[src/rtl/bus_cycle_arbiter.sv]
// Two-requester bus cycle arbiter: round-robin grant, then a T1/T2/TW*/T3/T4
// strobe sequence toward a single memory/IO device with registered outputs.
module bus_cycle_arbiter #(
    parameter int unsigned WAIT_STATES = 1
) (
    input  logic        CLK,
    input  logic        RESET,
    input  logic [1:0]  REQ,
    input  logic [1:0]  WE,
    input  logic [1:0]  IOM_IN,
    input  logic [19:0] ADDR0,
    input  logic [19:0] ADDR1,
    input  logic [7:0]  WDATA0,
    input  logic [7:0]  WDATA1,
    input  logic [7:0]  DataIn,
    output logic [1:0]  GNT,
    output logic [1:0]  DONE,
    output logic [7:0]  RDATA,
    output logic        ALE,
    output logic        IOM,
    output logic        RD,
    output logic        WR,
    output logic [19:0] Address,
    output logic [7:0]  DataOut,
    output logic        DataOE,
    output logic        BUSY
);

    localparam int unsigned ADDR_W  = 20;
    localparam int unsigned DATA_W  = 8;
    localparam int unsigned CNT_W   = 3;
    localparam int unsigned WS_LAST = (WAIT_STATES > 0) ? WAIT_STATES - 1 : 0;

    typedef enum logic [2:0] {
        S_IDLE,
        S_T1,
        S_T2,
        S_TW,
        S_T3,
        S_T4
    } state_t;

    state_t              state;
    state_t              nxt_state;
    logic [CNT_W-1:0]    cnt;
    logic [CNT_W-1:0]    nxt_cnt;
    logic                last_q;
    logic                nxt_last;
    logic                we_q;
    logic                nxt_we;
    logic [DATA_W-1:0]   wdata_q;
    logic [DATA_W-1:0]   nxt_wdata;
    logic [ADDR_W-1:0]   nxt_addr;
    logic                nxt_iom;
    logic [1:0]          nxt_gnt;
    logic [1:0]          nxt_done;
    logic                nxt_ale;
    logic                nxt_rd;
    logic                nxt_wr;
    logic                nxt_oe;
    logic [DATA_W-1:0]   nxt_dout;
    logic                nxt_busy;
    logic                take;
    logic                win;
    logic                strobe;

    // Next state, arbitration and next-cycle output values
    always_comb begin
        nxt_state = state;
        nxt_cnt   = cnt;
        nxt_last  = last_q;
        nxt_gnt   = GNT;
        nxt_we    = we_q;
        nxt_wdata = wdata_q;
        nxt_addr  = Address;
        nxt_iom   = IOM;
        take      = 1'b0;
        // On a tie the requester that did not own the previous cycle wins
        win       = (REQ == 2'b11) ? ~last_q : REQ[1];

        case (state)
            S_IDLE: begin
                if (|REQ) begin
                    take = 1'b1;
                end
            end
            S_T1: begin
                nxt_state = S_T2;
            end
            S_T2: begin
                nxt_cnt   = '0;
                nxt_state = (WAIT_STATES > 0) ? S_TW : S_T3;
            end
            S_TW: begin
                if (cnt == CNT_W'(WS_LAST)) begin
                    nxt_state = S_T3;
                end else begin
                    nxt_cnt = cnt + 3'd1;
                end
            end
            S_T3: begin
                nxt_state = S_T4;
            end
            S_T4: begin
                if (|REQ) begin
                    take = 1'b1;
                end else begin
                    nxt_state = S_IDLE;
                    nxt_gnt   = 2'b00;
                end
            end
            default: begin
                nxt_state = S_IDLE;
                nxt_gnt   = 2'b00;
            end
        endcase

        if (take) begin
            nxt_state = S_T1;
            nxt_gnt   = win ? 2'b10 : 2'b01;
            nxt_last  = win;
            nxt_we    = WE[win];
            nxt_iom   = IOM_IN[win];
            nxt_addr  = win ? ADDR1 : ADDR0;
            nxt_wdata = win ? WDATA1 : WDATA0;
        end

        strobe   = (nxt_state == S_T2) || (nxt_state == S_TW) || (nxt_state == S_T3);
        nxt_ale  = (nxt_state == S_T1);
        nxt_rd   = ~(strobe & ~nxt_we);
        nxt_wr   = ~(strobe & nxt_we);
        nxt_oe   = strobe & nxt_we;
        nxt_dout = nxt_oe ? nxt_wdata : '0;
        nxt_done = (nxt_state == S_T4) ? nxt_gnt : 2'b00;
        nxt_busy = (nxt_state != S_IDLE);
    end

    // State, latched cycle attributes and registered outputs
    always_ff @(posedge CLK) begin
        if (!RESET) begin
            state   <= S_IDLE;
            cnt     <= '0;
            last_q  <= 1'b1;
            we_q    <= 1'b0;
            wdata_q <= '0;
            GNT     <= 2'b00;
            DONE    <= 2'b00;
            RDATA   <= '0;
            ALE     <= 1'b0;
            IOM     <= 1'b0;
            RD      <= 1'b1;
            WR      <= 1'b1;
            Address <= '0;
            DataOut <= '0;
            DataOE  <= 1'b0;
            BUSY    <= 1'b0;
        end else begin
            state   <= nxt_state;
            cnt     <= nxt_cnt;
            last_q  <= nxt_last;
            we_q    <= nxt_we;
            wdata_q <= nxt_wdata;
            GNT     <= nxt_gnt;
            DONE    <= nxt_done;
            ALE     <= nxt_ale;
            IOM     <= nxt_iom;
            RD      <= nxt_rd;
            WR      <= nxt_wr;
            Address <= nxt_addr;
            DataOut <= nxt_dout;
            DataOE  <= nxt_oe;
            BUSY    <= nxt_busy;
            if (state == S_T3 && !we_q) begin
                RDATA <= DataIn;
            end
        end
    end

endmodule

[config.mk]
export PLATFORM = sky130hd
export DESIGN_NAME = bus_cycle_arbiter
export DESIGN_NICKNAME = d
export VERILOG_FILES = /design/src/rtl/bus_cycle_arbiter.sv
export SDC_FILE = /design/constraint.sdc
export NUM_CORES = 1
export LEC_CHECK = 0
export CAP_MARGIN = 10
export CORE_MARGIN = 1.5
export CORE_UTILIZATION = 45
export DETAILED_ROUTE_END_ITERATION = 16
export DONT_BUFFER_PORTS = 1
export SLEW_MARGIN = 40
export SYNTH_ARGS = -nofsm -noshare
export SYNTH_HDL_FRONTEND = slang
export SYNTH_SLANG_ARGS = --single-unit
[constraint.sdc]
create_clock -name CLK -period 1.5 [get_ports CLK]
set_input_delay 0.15 -clock CLK [delete_from_list [all_inputs] [get_ports CLK]]
set_output_delay 0.15 -clock CLK [all_outputs]
set_load 0.05 [all_outputs]
==> flow_summary.json <==
{
  "setup_violations": 39,
  "slew_headroom_pct": 64.3,
  "max_stage_delay_ps": 450,
  "nNetsFinal": 379,
  "vias_per_cell": 5.51,
  "utilization_pct": 66.7,
  "ant_nets": 0,
  "syn_inst": 232,
  "wl_per_cell_microns": 17.0,
  "leakage_nw": 1.29,
  "port_buffers": 0,
  "worst_slack_ps": -200,
  "clockBufferDepth": 2,
  "worstPathCellList": "xor2_4 > or3_4 > a222oi_1 > buf_4 > nor2_1",
  "synth_top_cell_by_area": "dfxtp_1",
  "async_reset_ff_share_pct": 0,
  "switching_share_pct": 35.6,
  "finalNonFillerCells": 377,
  "ios": 118,
  "finalCritPeriodShare_pct": 113,
  "core_sq_um": 4820,
  "synth_top_area_share_pct": 54.3,
  "violations": "negative setup slack",
  "critPathArrivalTime_ps": 1910,
  "antenna_found_initial": 0,
  "path_class": "reg -> reg",
  "first_pass_iters": 9,
  "cap_viol_max_count": 0,
  "end_kind": "flop",
  "pwr-share-clk_pct": 27.4,
  "die_h_microns": 74.3,
  "netlist-cell-type-count": 32,
  "required_ps": 1710,
  "timing.final.hold_violations": 0,
  "grt_pass1_wl_microns": 9340,
  "clock_skew_ps": 8.05,
  "cts_tree": "done",
  "setup_tns_ps": -2330,
  "antenna_cells": 0,
  "grtUsageTotal_pct": 23.0,
  "tightest_slew_ps": 534,
  "drcViolationCount": 0,
  "clock_sinks": 62,
  "period_minus_slack_ps": 1700,
  "p_per_area_nw_per_um2": 1400,
  "finalMaxSlewViolations": 0,
  "r2r_start": "state[2]",
  "status": "complete, but fails checks",
  "vias": 2079,
  "hp-class": "in -> reg",
  "grt_max_degree": 27,
  "ys_top_cells_by_count": "62 x dfxtp_1, 46 x nor2_1, 30 x a222oi_1, 22 x nand2_1, 12 x a21oi_1",
  "clk_latency_ps": 330,
  "synth_edf_count": 0,
  "dp.cells": 311,
  "max_freq_mhz": 588,
  "grt_overflow": 0,
  "holdCritStartpoint": "ADDR1[13]",
  "seqPwrFrac_pct": 50.0,
  "area_delta_synth_final_pct": 40.6,
  "synth-seq-area-share_pct": 54.3,
  "gp_congestion": 0.728,
  "clkTransAtPathRegs_ps": 70,
  "drt_iter0_markers": 280,
  "ys.flop_type": "dfxtp_1",
  "cts-htree-levels": 3,
  "rows": 25,
  "cp_max_fo": 14,
  "final_area_sq_um": 3210,
  "synth_fp_nets": 306,
  "avgSynthCellArea_sq_um": 9.85,
  "numCtsBuffers": 9,
  "yosysMostFrequentCell": "dfxtp_1",
  "fin_total_pwr_w": 0.00450,
  "grt_pass1_vias": 1931,
  "syn_area_sq_um": 2280,
  "p_comb_share_pct": 22.5,
  "cts_root_buffer": "clkbuf_8",
  "wirelength_microns": 6400,
  "power_switching_w": 0.00160,
  "synthTopCellsByArea": "dfxtp_1 54%, a222oi_1 13%, nor2_1 7.6%",
  "slowest_stage": "or3_4",
  "dieArea_sq_um": 5510,
  "p_int_w": 0.00290,
  "crit_start": "state[2]",
  "yosys_warnings": 0,
  "postPlaceCellArea_sq_um": 2520,
  "start_util_pct": 47.4,
  "max-vdd-ir-drop_uv": 900,
  "die_w_microns": 74.3,
  "worst_setup_path_start_kind": "flop",
  "layout-drive-gt1-share_pct": 21.6,
  "synth-seq-cells": 62,
  "rsz0062_at_grt": "yes",
  "dp.final_hpwl_microns": 3590
}
[power groups by stage]
stage               clock network (W)  logic (W)  registers [W]
finish                        0.00124    0.00101        0.00225
detailed placement                  0   0.000802        0.00228
CTS                           0.00126   0.000975        0.00225
global route                  0.00135    0.00109        0.00227
global placement                    0   0.000797        0.00228
floorplan                           0   0.000551        0.00230
[cell type report]
type | instances | area [sq um]
well taps | 67 | 83.8
inverters | 7 | 26.3
multi-input cells | 147 | 970
clock inverters | 6 | 37.5
clock buffers | 10 | 128
fillers | 402 | 1600
flip-flops and latches | 62 | 1250
repair buffers | 78 | 718
[worst max-delay path: cells and delay by family (launching register included)]
kind,cells,cell delay (ps)
buf+inv,1,190
xor+xnor,1,200
flops,1,370
compound gates,1,340
simple gates,2,480
[state kept, by name (all words and copies together) (netlist names)]
name / cells
ALE: 1
Address: 20
BUSY: 1
DONE: 2
DataOE: 1
DataOut: 8
GNT: 2
IOM: 1
RD: 1
RDATA: 8
WR: 1
cnt: 3
last_q: 1
state: 3
wdata_q: 8
we_q: 1
[path summary, 6_finish.rpt]
check / depth (start not counted) / to / slack (ps)
setup / recovery: 5 / wdata_q[0] / -200
hold reg to reg: 2 / RDATA[3] / 450
setup reg to reg: 5 / wdata_q[0] / -200
hold / removal: 2 / Address[13] / 0.2
[metal layers]
layer,GRT usage [%],up-vias,part of all wire (%)
met5,0,-,0
met4,9.09,0,0.80
met3,9.21,4,9.7
met2,36.1,119,49
met1,28.4,956,40
li1,-,1000,-
[layout by cell type, fill, tap and decap left out, types with 3 or more instances in the layout]
cell type / count
buf_6: 4
o21ai_0: 4
nor2_1: 45
nand2_1: 21
dlygate4sd3_1: 42
nand3b_1: 3
a222oi_1: 30
clkinv_2: 4
clkbuf_8: 9
a21oi_1: 11
dfxtp_1: 59
buf_4: 31
inv_1: 7
or3_4: 3
[cells by family (layout without fill, tap and decap cells)]
family / after synthesis / count (layout) / share of synthesized area, %
AOI/OAI and AO/OA: 54 / 54 / 20.2
DFF: 62 / 62 / 54.3
adders and majority gates: 2 / 2 / 1.10
muxes: 1 / 1 / 0.438
and+or+nand+nor: 87 / 89 / 17.4
xor gates and xnor gates: 1 / 1 / 1.20
buffers and inverters: 25 / 101 / 5.37
[what timing repair did]
action                                  4_1_cts  5_1_grt
hold buffers                                 41        1
gates resized for setup                      14        6
setup buffers                                 5        1
endpoints found under the hold margin        28        1
pin swaps                                     8       10
endpoints found under the setup margin       49       44
cloned                                        2        1
[metrics by stage]
| step | setup WS [ps] | hold slack, ps |
|---|---|---|
| 5_1_grt | -197 | 4.73 |
| 3_3_place_gp | -184 | 275 |
| 4_1_cts | -118 | 1.62 |
| 6_report | -200 | 0.243 |
| 2_1_floorplan | -92.8 | 272 |
| 3_5_place_dp | -223 | 282 |
(Power assumes the default switching activity.)
